--- config.mk ---
export PLATFORM = sky130hd
export DESIGN_NAME = mem_access_unit
export DESIGN_NICKNAME = d
export VERILOG_FILES = /design/src/rtl/mem_access_pkg.sv /design/src/rtl/mem_region_check.sv /design/src/rtl/mem_access_unit.sv
export SDC_FILE = /design/constraint.sdc
export NUM_CORES = 1
export LEC_CHECK = 0
export BUFFER_PORTS_ARGS = -buffer_cell sky130_fd_sc_hd__buf_2
export CAP_MARGIN = 20
export CORE_MARGIN = 8
export CORE_UTILIZATION = 25
export CTS_BUF_LIST = sky130_fd_sc_hd__clkbuf_8
export CTS_CLUSTER_DIAMETER = 100
export CTS_CLUSTER_SIZE = 28
export DETAILED_ROUTE_END_ITERATION = 10
export GPL_TIMING_DRIVEN = 0
export SYNTH_ARGS = -nofsm -noshare
export SYNTH_HDL_FRONTEND = slang
export SYNTH_SLANG_ARGS = --single-unit
--- constraint.sdc ---
create_clock -name clock -period 2.02 [get_ports clock]
set_input_delay 0 -clock clock [delete_from_list [all_inputs] [get_ports clock]]
set_output_delay 0 -clock clock [all_outputs]
set_load 0.05 [all_outputs]
--- src/rtl/mem_access_pkg.sv ---
// Shared encodings for the memory access unit: request types, fault causes,
// FSM state codes and the default RAM base address.
package mem_access_pkg;

   // Request types driven by the CPU control
   localparam logic [1:0] REQ_FETCH    = 2'b00;
   localparam logic [1:0] REQ_LOAD     = 2'b01;
   localparam logic [1:0] REQ_STORE    = 2'b10;
   localparam logic [1:0] REQ_RESERVED = 2'b11;

   // Fault causes reported with a response
   localparam logic [1:0] CAUSE_NONE       = 2'b00;
   localparam logic [1:0] CAUSE_MISALIGNED = 2'b01;
   localparam logic [1:0] CAUSE_ACCESS     = 2'b10;
   localparam logic [1:0] CAUSE_ILLEGAL    = 2'b11;

   // FSM state encoding
   localparam logic [1:0] ST_IDLE   = 2'd0;
   localparam logic [1:0] ST_ACCESS = 2'd1;
   localparam logic [1:0] ST_RESP   = 2'd2;

   // First RAM byte address; ROM starts at zero
   localparam logic [31:0] DEFAULT_DATA_BASE = 32'h1000_0000;

endpackage

--- src/rtl/mem_region_check.sv ---
// Combinational legality check of a memory request: type, alignment and
// region. Kept standalone so exception logic can reuse the same rules.
module mem_region_check
   import mem_access_pkg::*;
#(
   parameter int               WIDTH        = 32,
   parameter int               MEMORY_DEPTH = 64,
   parameter int               ROM_DEPTH    = 64,
   parameter logic [WIDTH-1:0] DATA_BASE    = DEFAULT_DATA_BASE
) (
   input  logic [WIDTH-1:0] addr_i,
   input  logic [1:0]       type_i,
   output logic             fault_o,
   output logic [1:0]       cause_o
);

   // Limits carry one extra bit so DATA_BASE + RAM size cannot wrap around
   localparam logic [WIDTH:0] ROM_LIMIT = (WIDTH+1)'(4 * ROM_DEPTH);
   localparam logic [WIDTH:0] RAM_BASE  = {1'b0, DATA_BASE};
   localparam logic [WIDTH:0] RAM_LIMIT = RAM_BASE + (WIDTH+1)'(4 * MEMORY_DEPTH);

   logic [WIDTH:0] addr_ext;
   logic           in_rom;
   logic           in_ram;
   logic           violation;

   assign addr_ext = {1'b0, addr_i};
   assign in_rom   = (addr_ext < ROM_LIMIT);
   assign in_ram   = (addr_ext >= RAM_BASE) && (addr_ext < RAM_LIMIT);

   // Stores may only hit RAM, fetches only ROM, loads either
   assign violation = !(in_rom || in_ram)
                   || ((type_i == REQ_STORE) && in_rom)
                   || ((type_i == REQ_FETCH) && in_ram);

   // Priority: illegal type, then misalignment, then region violation
   always_comb begin
      // NOTE: every output gets a default first so no path leaves it unassigned (no latch).
      fault_o = 1'b0;
      cause_o = CAUSE_NONE;
      if (type_i == REQ_RESERVED) begin
         fault_o = 1'b1;
         cause_o = CAUSE_ILLEGAL;
      end else if (addr_i[1:0] != 2'b00) begin
         fault_o = 1'b1;
         cause_o = CAUSE_MISALIGNED;
      end else if (violation) begin
         fault_o = 1'b1;
         cause_o = CAUSE_ACCESS;
      end
   end

endmodule

--- src/rtl/mem_access_unit.sv ---
// Sequencing front-end for the unified ROM/RAM memory system. Accepts one
// request at a time, performs the access in a single cycle, latches fetched
// data into IR or loaded data into MDR, and holds the response until taken.
module mem_access_unit
   import mem_access_pkg::*;
#(
   parameter int               WIDTH        = 32,
   parameter int               MEMORY_DEPTH = 64,
   parameter int               ROM_DEPTH    = 64,
   parameter logic [WIDTH-1:0] DATA_BASE    = DEFAULT_DATA_BASE
) (
   input  logic             clock,
   input  logic             reset,
   input  logic             req_valid_i,
   output logic             req_ready_o,
   input  logic [1:0]       req_type_i,
   input  logic [WIDTH-1:0] req_addr_i,
   input  logic [WIDTH-1:0] req_wdata_i,
   output logic             resp_valid_o,
   input  logic             resp_ready_i,
   output logic             resp_fault_o,
   output logic [1:0]       fault_cause_o,
   output logic [WIDTH-1:0] resp_data_o,
   output logic [WIDTH-1:0] instruction_o,
   output logic [WIDTH-1:0] mem_data_o,
   output logic [WIDTH-1:0] mem_address_o,
   output logic             mem_write_enable_o,
   output logic [WIDTH-1:0] mem_write_data_o,
   input  logic [WIDTH-1:0] mem_read_data_i,
   output logic [WIDTH-1:0] fetch_count_o
);

   logic [1:0]       state_q, state_d;
   logic [1:0]       type_q, type_d;
   logic [WIDTH-1:0] addr_q, addr_d;
   logic [WIDTH-1:0] wdata_q, wdata_d;
   logic             fault_q, fault_d;
   logic [1:0]       cause_q, cause_d;
   logic [WIDTH-1:0] ir_q, ir_d;
   logic [WIDTH-1:0] mdr_q, mdr_d;
   logic [WIDTH-1:0] count_q, count_d;

   logic             chk_fault;
   logic [1:0]       chk_cause;

   // The check runs on the live request so its verdict is latched on accept
   mem_region_check #(
      .WIDTH        (WIDTH),
      .MEMORY_DEPTH (MEMORY_DEPTH),
      .ROM_DEPTH    (ROM_DEPTH),
      .DATA_BASE    (DATA_BASE)
   ) u_region_check (
      .addr_i  (req_addr_i),
      .type_i  (req_type_i),
      .fault_o (chk_fault),
      .cause_o (chk_cause)
   );

   // Next-state logic for the IDLE -> ACCESS -> RESP sequence
   always_comb begin
      state_d = state_q;
      type_d  = type_q;
      addr_d  = addr_q;
      wdata_d = wdata_q;
      fault_d = fault_q;
      cause_d = cause_q;
      ir_d    = ir_q;
      mdr_d   = mdr_q;
      count_d = count_q;
      case (state_q)
         ST_IDLE: begin
            if (req_valid_i) begin
               type_d  = req_type_i;
               addr_d  = req_addr_i;
               wdata_d = req_wdata_i;
               fault_d = chk_fault;
               cause_d = chk_cause;
               state_d = ST_ACCESS;
            end
         end
         ST_ACCESS: begin
            // A faulted request leaves IR, MDR and the fetch counter alone
            if (!fault_q) begin
               if (type_q == REQ_FETCH) begin
                  ir_d    = mem_read_data_i;
                  count_d = count_q + WIDTH'(1);
               end else if (type_q == REQ_LOAD) begin
                  mdr_d = mem_read_data_i;
               end
            end
            state_d = ST_RESP;
         end
         ST_RESP: begin
            if (resp_ready_i) begin
               state_d = ST_IDLE;
            end
         end
         default: state_d = ST_IDLE;
      endcase
   end

   // State registers with synchronous reset
   always_ff @(posedge clock) begin
      // NOTE: sequential state uses non-blocking assignments so every register samples pre-edge values.
      if (reset) begin
         // NOTE: IR and MDR are plain registers, not a memory array, so they are cleared like any other state.
         state_q <= ST_IDLE;
         type_q  <= 2'b00;
         addr_q  <= '0;
         wdata_q <= '0;
         fault_q <= 1'b0;
         cause_q <= CAUSE_NONE;
         ir_q    <= '0;
         mdr_q   <= '0;
         count_q <= '0;
      end else begin
         state_q <= state_d;
         type_q  <= type_d;
         addr_q  <= addr_d;
         wdata_q <= wdata_d;
         fault_q <= fault_d;
         cause_q <= cause_d;
         ir_q    <= ir_d;
         mdr_q   <= mdr_d;
         count_q <= count_d;
      end
   end

   // Response payload: IR for fetch, MDR for load, zero for store or fault
   always_comb begin
      resp_data_o = '0;
      if (!fault_q) begin
         if (type_q == REQ_FETCH) begin
            resp_data_o = ir_q;
         end else if (type_q == REQ_LOAD) begin
            resp_data_o = mdr_q;
         end
      end
   end

   assign req_ready_o   = (state_q == ST_IDLE);
   assign resp_valid_o  = (state_q == ST_RESP);
   assign resp_fault_o  = fault_q;
   assign fault_cause_o = cause_q;
   assign instruction_o = ir_q;
   assign mem_data_o    = mdr_q;
   assign fetch_count_o = count_q;

   // Memory interface: address held in every state, write only in ACCESS.
   // Reset gates the strobe directly so a store caught by reset never commits.
   assign mem_address_o      = addr_q;
   assign mem_write_data_o   = wdata_q;
   assign mem_write_enable_o = (state_q == ST_ACCESS) && (type_q == REQ_STORE)
                            && !fault_q && !reset;

endmodule

# Yosys cells after proc, flatten, opt, wreduce, memory -nomap -nowiden

Index checks and enable logic that the tools add are counted.
Widths: inputs -> output; s select.

Logic and storage cells: 55
Register bits after elaboration: 167
Memories kept: 0
Bits in latches: 0
Input port bits: 102
Memory bits (writable): 0
Memory bits (read-only): 0

Multiply operators: 0
Eq/ne operators: 8
Bitwise logic cells: 2
Multiplexer cells: 12
$lt $le $gt $ge: 3
Reduce and logical (&&, ||, !) cells: 20
Shift-type cells: 0
Add/subtract/negate cells: 1
Div/mod/pow operators: 0

Operator list:

| kind                  | number |
|---|---|
| $mux 32               | 3 |
| $add 32x1->32 const B | 1 |
| $ge 32x29->1 const B  | 1 |
| $lt 32x29->1 const B  | 1 |
| $lt 32x9->1 const B   | 1 |
| $mux 2                | 5 |
| $eq 2x2->1 const B    | 4 |
| $logic_and 1x1->1     | 6 |
| $logic_not 2->1       | 3 |
| $pmux 2 s3            | 1 |
| $eq 2x1->1 const B    | 2 |
| $reduce_and 2->1      | 2 |
| $reduce_and 4->1      | 1 |
| $logic_not 1->1       | 3 |
| $logic_or 1x1->1      | 3 |
| $mux 1                | 3 |
| $reduce_and 3->1      | 1 |
| $ne 2x1->1 const B    | 1 |
| $ne 2x2->1 const B    | 1 |
| $not 1->1             | 2 |
| $reduce_bool 2->1     | 1 |

# Depth between registers and ports, before layout

Gate-level depths: netlist of the first run.

Word-level depth: 9
Depth in mapped cells: 7
Gate-level depth less buffers: 5

# Hierarchy

Synthesis of the first run repeated with hierarchy kept, for this count alone.

Cells, all modules: 863
Area total of the unflattened synthesis: 6,734.0 µm²

By module, submodules not included:

| module           | instances | cells an instance | sequential area each (µm²) | area an instance (µm²) |
|---|---|---|---|---|
| mem_access_unit  | 1         | 848               | 3,343.2                    | 6,647.6 |
| mem_region_check | 1         | 15                | 0.0                        | 86.3 |

# Worst setup path after synthesis of the first run

Ideal clock, no wire load.

Path type: flip-flop to output port
Start point: register type_q[0]
End point: output mem_write_enable_o
Setup slack: -0.500 ns
Stages on the path, launching flop included: 4
Arrival: 2.520 ns
Data required time: 2.020 ns
Cell sequence: dfxtp_1 > buf_2 > or3b_1 > nor4b_1

Longest elaborated chain between the ends: 4

RTL lines:

| item                            | RTL line               | source |
|---|---|---|
| start: declaration              | mem_access_unit.sv:34  | `logic [1:0] type_q, type_d;` |
| start signal: assignment        | mem_access_unit.sv:118 | `type_q <= type_d;` |
| $eq 2x2->1                      | mem_access_unit.sv:153 | `assign mem_write_enable_o = (state_q == ST_ACCESS) && (type_q == REQ_STORE)` |
| $logic_and 1x1->1               | mem_access_unit.sv:153 |  |
| $logic_and 1x1->1 (2 in series) | mem_access_unit.sv:154 | `&& !fault_q && !reset;` |
| end: declaration                | mem_access_unit.sv:27  | `output logic mem_write_enable_o,` |

No other way between the ends.

# Worst setup path after layout of the first run

Same ends and word-level chain as after synthesis.

==> impl_metrics.xml, run 1 <==
<?xml version="1.0" encoding="UTF-8"?>
<metrics>
  <group name="outcome">
    <metric name="status" unit="">finished, final reports clean</metric>
  </group>
  <group name="sta">
    <metric name="final_max_slew_viol_count" unit="">0</metric>
    <metric name="hold_viol" unit="">0</metric>
    <metric name="timing.final.crit_share" unit="%">95.26</metric>
    <metric name="finalWorstPathRequiredPeriod" unit="ps">1924</metric>
    <metric name="whs" unit="ps">215.4</metric>
    <metric name="total_of_endpoints_with_negative_setup_slack_in_the_final_report" unit="">0</metric>
    <metric name="timing_worst_slew_pin_value" unit="ps">774.3</metric>
    <metric name="slew-limit-headroom" unit="%">48.38</metric>
    <metric name="fin_setup_tns" unit="ps">0</metric>
    <metric name="maxClockFrequency" unit="MHz">519.7</metric>
    <metric name="fin_worst_skew" unit="ps">21.97</metric>
    <metric name="rsz0062_at_grt" unit="">no</metric>
  </group>
  <group name="global_route">
    <metric name="gr-usage-all-layers" unit="%">16.49</metric>
    <metric name="groute.layer.met2.usage" unit="%">28.37</metric>
    <metric name="grt_pass1_vias" unit="">7767</metric>
    <metric name="grt.overflow.total" unit="">0</metric>
    <metric name="most_crowded_layer_after_global_routing" unit="">met2</metric>
    <metric name="globalRouteMet1Util" unit="%">19.07</metric>
    <metric name="number_of_antenna_violations_at_the_first_check_in_global_routing" unit="">2</metric>
    <metric name="largest_net_degree_at_the_start_of_global_routing" unit="">20</metric>
    <metric name="grt_util_met3" unit="%">5.746</metric>
    <metric name="grt_first_pass_wirelength" unit="um">43280</metric>
  </group>
  <group name="power">
    <metric name="power_leakage" unit="nW">4.449</metric>
    <metric name="clkPwrFrac" unit="%">33.7</metric>
    <metric name="totalPowerFinal" unit="W">0.007527</metric>
    <metric name="power.density" unit="mW/mm2">733.3</metric>
    <metric name="peakVddDrop" unit="V">0.0004313</metric>
    <metric name="netSwitchingFraction" unit="%">34.23</metric>
    <metric name="netSwitchingPower" unit="W">0.002576</metric>
    <metric name="share_comb_of_total_power" unit="%">19.8</metric>
    <metric name="internal-power" unit="W">0.004951</metric>
    <metric name="seq_power_share" unit="%">46.5</metric>
  </group>
  <group name="layout">
    <metric name="nFillCells" unit="">2755</metric>
    <metric name="layout.nets" unit="">1386</metric>
    <metric name="fin_area" unit="mm2">0.01026</metric>
    <metric name="final_layout_size_suffix_gt1_share" unit="%">28.86</metric>
    <metric name="utilization_after_layout" unit="%">38.30</metric>
    <metric name="syn_to_final_growth" unit="%">51.39</metric>
  </group>
  <group name="synthesis">
    <metric name="synth_top_cell_by_area" unit="">sky130_fd_sc_hd__dfxtp_1</metric>
    <metric name="ys_top_cells_by_area" unit="">sky130_fd_sc_hd__dfxtp_1 49%, sky130_fd_sc_hd__nand2_1 15%, sky130_fd_sc_hd__a21oi_1 11%, sky130_fd_sc_hd__mux2i_1 4.7%, sky130_fd_sc_hd__nor2_1 3.1%</metric>
    <metric name="postSynthCellCount" unit="">864</metric>
    <metric name="post-synth-top-area-fraction" unit="%">49.31</metric>
    <metric name="synth_seq_area_share" unit="%">49.31</metric>
    <metric name="ys_ff_latch" unit="">167</metric>
    <metric name="synth_cell_types" unit="">35</metric>
    <metric name="synth.yosys.warnings" unit="">0</metric>
    <metric name="postSynthAreaPerCell" unit="um2">7.848</metric>
    <metric name="syn-cell-area" unit="mm2">0.006780</metric>
    <metric name="mappedNetlistNets" unit="">967</metric>
  </group>
  <group name="detailed_routing">
    <metric name="drt_first_iter_violations" unit="">326</metric>
    <metric name="per_cell_via_count_in_the_routed_design" unit="">4.600</metric>
    <metric name="route.antenna.remaining_nets" unit="">0</metric>
    <metric name="detail_route.first_pass.iterations" unit="">4</metric>
    <metric name="drc" unit="">0</metric>
    <metric name="route.detailed.wl_per_inst" unit="um">16.76</metric>
    <metric name="via_count" unit="">7540</metric>
    <metric name="detail_route.wirelength" unit="um">27470</metric>
  </group>
  <group name="job">
    <metric name="maxCapViolCount" unit="">0</metric>
  </group>
  <group name="setup_path">
    <metric name="start_kind" unit="">flop</metric>
    <metric name="worst-endpoint-required" unit="ps">2020</metric>
    <metric name="beginning_of_the_worst_register_to_register_path" unit="">type_q[0]</metric>
    <metric name="regToRegSetupSlack" unit="ps">110</metric>
    <metric name="path_cells" unit="">clkbuf_4 &gt; or3b_4 &gt; nor4b_4 &gt; buf_6</metric>
    <metric name="timing.critical_path.slowest_stage_cell" unit="">sky130_fd_sc_hd__or3b_4</metric>
    <metric name="worst_setup_path_startpoint" unit="">type_q[0]</metric>
    <metric name="worst-r2r-cell-count" unit="">6</metric>
    <metric name="setup.worst_path.class" unit="">reg -&gt; out</metric>
    <metric name="setup.worst_path.end" unit="">mem_write_enable_o</metric>
    <metric name="critical_path_peak_fanout" unit="">10</metric>
    <metric name="cp.arrival" unit="ps">1920</metric>
    <metric name="worst_r2r_endpoint" unit="">instruction_o[25]</metric>
    <metric name="endpoint_kind" unit="">output pin</metric>
    <metric name="timing.critical_path.slowest_cell_delay" unit="ps">450</metric>
  </group>
  <group name="placement">
    <metric name="port-buffer-count" unit="">299</metric>
    <metric name="place.detailed.hpwl" unit="um">20260</metric>
    <metric name="gp_congestion" unit="">0.7783</metric>
    <metric name="dpl-instance-area" unit="mm2">0.008722</metric>
  </group>
  <group name="cts">
    <metric name="clock_tree.buffer_depth" unit="">2</metric>
    <metric name="clk_transition_reported_paths" unit="ps">100</metric>
    <metric name="htreeDepth" unit="">4</metric>
    <metric name="clockRootBuffer" unit="">sky130_fd_sc_hd__clkbuf_8</metric>
    <metric name="clock_insertion_delay_worst_skew" unit="ps">460</metric>
    <metric name="tritoncts.num_buffers" unit="">17</metric>
    <metric name="tritoncts" unit="">yes</metric>
    <metric name="cts.sinks" unit="">167</metric>
  </group>
  <group name="floorplan">
    <metric name="die_area" unit="mm2">0.03265</metric>
    <metric name="top_level_i_o_count" unit="">300</metric>
    <metric name="fp.dieW" unit="um">180.7</metric>
    <metric name="effective_utilization_at_floorplan" unit="%">25.30</metric>
    <metric name="fp.coreArea" unit="mm2">0.02680</metric>
    <metric name="rows" unit="">60</metric>
    <metric name="chipHeight" unit="um">180.7</metric>
  </group>
  <group name="hold_path">
    <metric name="hold_path.class" unit="">in -&gt; reg</metric>
  </group>
</metrics>
-- power groups by stage --
stage	Combinational, W	Sequential, W	Clock [W]
after CTS	0.00149	0.00350	0.00263
after detailed placement	0.00132	0.00358	0
after floorplan	0.000459	0.00399	0
after global routing	0.00160	0.00352	0.00277
after global placement	0.00131	0.00357	0
final	0.00149	0.00350	0.00253
-- synth_stat cells --
| library cell | instances |
|---|---|
| sky130_fd_sc_hd__and4_1 | 5 |
| sky130_fd_sc_hd__nand4_2 | 1 |
| sky130_fd_sc_hd__nand3_1 | 11 |
| sky130_fd_sc_hd__or3b_1 | 1 |
| sky130_fd_sc_hd__xor2_1 | 4 |
| sky130_fd_sc_hd__a2111oi_0 | 1 |
| sky130_fd_sc_hd__xnor2_1 | 4 |
| sky130_fd_sc_hd__mux2_1 | 7 |
| sky130_fd_sc_hd__buf_1 | 8 |
| sky130_fd_sc_hd__nand4_1 | 12 |
| sky130_fd_sc_hd__and2_1 | 3 |
| sky130_fd_sc_hd__o211ai_1 | 1 |
| sky130_fd_sc_hd__nand2_2 | 1 |
| sky130_fd_sc_hd__nor2b_1 | 9 |
| sky130_fd_sc_hd__a21oi_1 | 150 |
| sky130_fd_sc_hd__or3_1 | 2 |
| sky130_fd_sc_hd__nand2_1 | 274 |
| sky130_fd_sc_hd__buf_2 | 6 |
| sky130_fd_sc_hd__mux2i_1 | 32 |
| sky130_fd_sc_hd__ha_1 | 1 |
| sky130_fd_sc_hd__nor4_1 | 9 |
| sky130_fd_sc_hd__and3_1 | 4 |
| sky130_fd_sc_hd__nor4bb_1 | 1 |
| sky130_fd_sc_hd__nor3b_4 | 1 |
| sky130_fd_sc_hd__nor3_1 | 6 |
| sky130_fd_sc_hd__a211oi_1 | 2 |
| sky130_fd_sc_hd__inv_1 | 4 |
| sky130_fd_sc_hd__nor2_1 | 56 |
| sky130_fd_sc_hd__dfxtp_1 | 167 |
| sky130_fd_sc_hd__o31ai_1 | 14 |
| sky130_fd_sc_hd__nor4b_1 | 2 |
| sky130_fd_sc_hd__o21ai_0 | 4 |
| sky130_fd_sc_hd__clkbuf_1 | 45 |
| sky130_fd_sc_hd__or4_1 | 15 |
| sky130_fd_sc_hd__or2_2 | 1 |
-- critical path, delay by kind of cell (launching register included) --
family                 cells  cell delay [ps]
AND/OR/NAND/NOR            2              730
buffers and inverters      2              440
flip-flops                 1              310
-- state kept, by name (all words and copies together), names as in the netlist --
| name | flops |
|---|---|
| fault_cause_o | 2 |
| fetch_count_o | 32 |
| instruction_o | 32 |
| mem_address_o | 32 |
| mem_data_o | 32 |
| mem_write_data_o | 32 |
| resp_fault_o | 1 |
| state_q | 2 |
| type_q | 2 |
-- area by class of cell --
type	instances	area (um2)	share of cell area, %
sequential	167	3353	32.67
antenna	2	5.005	0.04876
buffer	55	240.2	2.340
multi-input combinational	634	3267	31.83
timing repair buffer	404	2559	24.93
tap	341	426.7	4.157
inverter	4	15.01	0.1463
clock inverter	14	151.4	1.475
clock buffer	18	247.7	2.413
-- stage by stage --
stage / setup WS (ps) / std cells
2_1_floorplan: 0.8467 / 864
4_1_cts: -9.248 / 1636
5_1_grt: 9.354 / 1639
3_3_place_gp: -385.9 / 1504
6_report: 95.69 / 1639
3_5_place_dp: -405.8 / 1504
-- worst min path at each step --
| stage | cells past startpoint | to | slack, ps | start |
|---|---|---|---|---|
| 5_1_grt | 4 | mem_address_o[30] | 240 | req_valid_i |
| 4_1_cts | 4 | fetch_count_o[28] | 170 | reset |
| 6_report | 4 | mem_write_data_o[0] | 220 | req_valid_i |
| 3_3_place_gp | 3 | mem_write_data_o[23] | 240 | req_wdata_i[23] |
| 3_5_place_dp | 3 | mem_write_data_o[6] | 250 | req_wdata_i[6] |
| 2_1_floorplan | 2 | type_q[1] | 140 | req_type_i[1] |
-- kinds of logic after synthesis --
| group | Yosys count | share of synthesized area, % |
|---|---|---|
| multiplexers | 39 | 5.887 |
| flip-flops | 167 | 49.31 |
| XOR/XNOR | 8 | 1.033 |
| AND/OR/NAND/NOR | 414 | 26.61 |
| AO/OA/AOI/OAI | 172 | 13.38 |
| adder cells (fa/ha/maj) | 1 | 0.1845 |
| buffers and inverters | 63 | 3.598 |
-- cells in the final DEF, fill, tap and decap left out, drive strengths merged, types with 5 or more instances in the layout --
master	count
buf	313
nand2	275
dfxtp	167
a21oi	150
dlygate4sd3	100
clkbuf	64
nor2	56
mux2i	32
or4	15
inv	15
o31ai	14
nand4	13
nand3	11
nor2b	9
nor4	9
mux2	7
nor3	6
and4	5
-- timing repair --
item,4_1_cts,5_1_grt
buffers inserted,3,2
endpoints found under the hold margin,136,0
hold buffers,100,0
pin swaps,2,2
gates resized for setup,30,18
setup endpoints to repair,129,97
-- per-layer routing --
metal  vias to the layer above  wire [um]
met3                        22       2139
met2                       249      13210
met4                         0        450
met1                      3507      11670
met5                         -          0
li1                       3762          -
(Power assumes the default switching activity.)
==> inputs of run 2 (changes only) <==
Settings changed: GPL_TIMING_DRIVEN 0 to 1.
==> run 2 against run 1 <==
Against the previous run: global-route usage decreased by 1.5 points; die area unchanged; clock skew decreased by 4.3 ps; sequential cell count unchanged; final area down 0.98%; sequential power barely moved; count of clock-buffer cells in the layout is 1 lower; fmax up 0.55%; cell count fell by 2.4%; critical path type unchanged; largest cell class unchanged.
==> impl_metrics.xml, run 2 (synthesis gave the netlist of run 1 again) <==
<?xml version="1.0" encoding="UTF-8"?>
<metrics>
  <group name="sta">
    <metric name="whs" unit="ps">35.19</metric>
    <metric name="rsz0062_at_grt" unit="">no</metric>
    <metric name="final_max_slew_viol_count" unit="">0</metric>
    <metric name="maxClockFrequency" unit="MHz">522.5</metric>
    <metric name="fin_worst_skew" unit="ps">17.64</metric>
    <metric name="setup_ws" unit="ps">106.3</metric>
    <metric name="hold_viol" unit="">0</metric>
    <metric name="slew-limit-headroom" unit="%">41.83</metric>
    <metric name="timing_worst_slew_pin_value" unit="ps">872.5</metric>
    <metric name="finalWorstPathRequiredPeriod" unit="ps">1914</metric>
    <metric name="total_of_endpoints_with_negative_setup_slack_in_the_final_report" unit="">0</metric>
    <metric name="fin_setup_tns" unit="ps">0</metric>
    <metric name="timing.final.crit_share" unit="%">94.74</metric>
  </group>
  <group name="floorplan">
    <metric name="fp.coreArea" unit="mm2">0.02680</metric>
    <metric name="die_area" unit="mm2">0.03265</metric>
    <metric name="chipHeight" unit="um">180.7</metric>
    <metric name="top_level_i_o_count" unit="">300</metric>
    <metric name="effective_utilization_at_floorplan" unit="%">25.30</metric>
    <metric name="fp.dieW" unit="um">180.7</metric>
    <metric name="rows" unit="">60</metric>
  </group>
  <group name="hold_path">
    <metric name="timing.hold.worst_endpoint" unit="">fault_cause_o[0]</metric>
    <metric name="hold-path-cell-count" unit="">4</metric>
    <metric name="hold_path.class" unit="">in -&gt; reg</metric>
    <metric name="hold_path.startpoint" unit="">req_valid_i</metric>
  </group>
  <group name="setup_path">
    <metric name="endpoint_kind" unit="">output pin</metric>
    <metric name="worst-r2r-cell-count" unit="">5</metric>
    <metric name="setup.worst_path.class" unit="">reg -&gt; out</metric>
    <metric name="cp_num_buf_inv" unit="">1</metric>
    <metric name="start_kind" unit="">flop</metric>
    <metric name="regToRegSetupSlack" unit="ps">190</metric>
    <metric name="timing.critical_path.slowest_cell_delay" unit="ps">520</metric>
    <metric name="cp.arrival" unit="ps">1910</metric>
    <metric name="category_of_cells_accounting_for_the_largest_share_of_critical_path_delay" unit="">simple AND/OR/NAND/NOR gates</metric>
    <metric name="worst-endpoint-required" unit="ps">2020</metric>
    <metric name="path_cells" unit="">or3b_1 &gt; nor4b_4 &gt; buf_4</metric>
    <metric name="worst_r2r_endpoint" unit="">fetch_count_o[30]</metric>
    <metric name="timing.critical_path.slowest_stage_cell" unit="">sky130_fd_sc_hd__or3b_1</metric>
    <metric name="critical_path_peak_fanout" unit="">5</metric>
    <metric name="beginning_of_the_worst_register_to_register_path" unit="">fetch_count_o[1]</metric>
  </group>
  <group name="global_route">
    <metric name="grt_pass1_vias" unit="">7486</metric>
    <metric name="largest_net_degree_at_the_start_of_global_routing" unit="">110</metric>
    <metric name="grt_first_pass_wirelength" unit="um">40350</metric>
    <metric name="gr-usage-all-layers" unit="%">14.98</metric>
    <metric name="number_of_antenna_violations_at_the_first_check_in_global_routing" unit="">0</metric>
    <metric name="grt.overflow.total" unit="">0</metric>
  </group>
  <group name="job">
    <metric name="maxCapViolCount" unit="">0</metric>
  </group>
  <group name="layout">
    <metric name="mostFrequentLayoutCells" unit="">294 x sky130_fd_sc_hd__buf_2, 273 x sky130_fd_sc_hd__nand2_1, 158 x sky130_fd_sc_hd__dfxtp_1, 150 x sky130_fd_sc_hd__a21oi_1, 99 x sky130_fd_sc_hd__dlygate4sd3_1</metric>
    <metric name="nFillCells" unit="">2722</metric>
    <metric name="final_layout_size_suffix_gt1_share" unit="%">29.63</metric>
    <metric name="utilization_after_layout" unit="%">37.93</metric>
    <metric name="layout.nets" unit="">1349</metric>
    <metric name="syn_to_final_growth" unit="%">49.92</metric>
    <metric name="final_common_cell" unit="">sky130_fd_sc_hd__buf_2</metric>
    <metric name="insertedDiodeCount" unit="">0</metric>
    <metric name="fin_area" unit="mm2">0.01016</metric>
  </group>
  <group name="cts">
    <metric name="cts.repair_timing.setup_buffer_count" unit="">0</metric>
    <metric name="clock_tree.buffer_depth" unit="">2</metric>
    <metric name="clk_transition_reported_paths" unit="ps">100</metric>
    <metric name="cts.sinks" unit="">167</metric>
    <metric name="clock_insertion_delay_worst_skew" unit="ps">450</metric>
    <metric name="tritoncts.num_buffers" unit="">17</metric>
    <metric name="tritoncts" unit="">yes</metric>
    <metric name="htreeDepth" unit="">4</metric>
    <metric name="clockRootBuffer" unit="">sky130_fd_sc_hd__clkbuf_8</metric>
  </group>
  <group name="detailed_routing">
    <metric name="via_count" unit="">7314</metric>
    <metric name="drc" unit="">0</metric>
    <metric name="detail_route.wirelength" unit="um">24830</metric>
    <metric name="route.detailed.wl_per_inst" unit="um">15.52</metric>
    <metric name="route.antenna.remaining_nets" unit="">0</metric>
    <metric name="drt_first_iter_violations" unit="">344</metric>
    <metric name="per_cell_via_count_in_the_routed_design" unit="">4.571</metric>
    <metric name="detail_route.first_pass.iterations" unit="">4</metric>
  </group>
  <group name="placement">
    <metric name="gp_congestion" unit="">0.7381</metric>
    <metric name="dpl-instance-area" unit="mm2">0.008730</metric>
    <metric name="place_ws" unit="ps">109.4</metric>
    <metric name="place.detailed.hpwl" unit="um">17480</metric>
    <metric name="port-buffer-count" unit="">299</metric>
  </group>
  <group name="outcome">
    <metric name="status" unit="">finished, final reports clean</metric>
  </group>
  <group name="power">
    <metric name="peakVddDrop" unit="V">0.0003503</metric>
    <metric name="power_leakage" unit="nW">4.413</metric>
    <metric name="power.density" unit="mW/mm2">733.8</metric>
  </group>
</metrics>
[run 2: repair_timing]
item	CTS	global route
hold endpoints to repair	133	0
hold buffers	99	0
resized for setup	7	3
endpoints found under the setup margin	4	21
[run 2: how the worst max path moves through the flow]
stage | from | to | slack (ps) | depth (start not counted)
final | state_q[0] | mem_write_enable_o | 110 | 3
after detailed placement | fetch_count_o[3] | fetch_count_o[18] | 110 | 4
after floorplan | fetch_count_o[4] | fetch_count_o[28] | 0.8 | 5
after global routing | state_q[0] | mem_write_enable_o | 4 | 3
after global placement | fetch_count_o[3] | fetch_count_o[17] | 150 | 4
after CTS | type_q[0] | resp_data_o[12] | 30 | 4
[run 2: routing by layer]
layer / wire length (um) / GRT usage [%] / vias up
met5: 0 / 0 / -
met4: 340 / 3.902 / 0
met3: 2324 / 6.633 / 19
met2: 11590 / 24.92 / 243
met1: 10580 / 17.28 / 3373
li1: - / - / 3679
[run 2: through the flow]
step / power (W) / instances
floorplan: 0.004444 / 864
global placement: 0.004862 / 1469
detailed placement: 0.004874 / 1469
CTS: 0.007582 / 1600
global route: 0.007830 / 1600
finish: 0.007459 / 1600
[run 2: worst min-delay path, stage by stage]
cell and delay (ps):
sky130_fd_sc_hd__buf_2 110, sky130_fd_sc_hd__nand2_2 70, sky130_fd_sc_hd__a2111oi_0 70, sky130_fd_sc_hd__nor3_1 180
[run 2: area by class of cell]
type	count	area [um2]	share of cell area, %
Sequential cell	167	3354	33.00
Timing Repair Buffer	422	2729	26.85
Tap cell	341	426.7	4.197
Inverter	4	15.01	0.1477
Clock buffer	17	234.0	2.302
Multi-Input combinational cell	634	3239	31.87
Clock inverter	15	166.4	1.637
[run 2: power by group]
| group | leakage [nW] | switching [W] | internal [W] | total (W) |
|---|---|---|---|---|
| clock | 0.205 | 0.00138 | 0.00113 | 0.00251 |
| combinational | 2.84 | 0.000993 | 0.000458 | 0.00145 |
| sequential | 1.36 | 0.0000781 | 0.00342 | 0.00350 |
| total | 4.41 | 0.00245 | 0.00501 | 0.00746 |
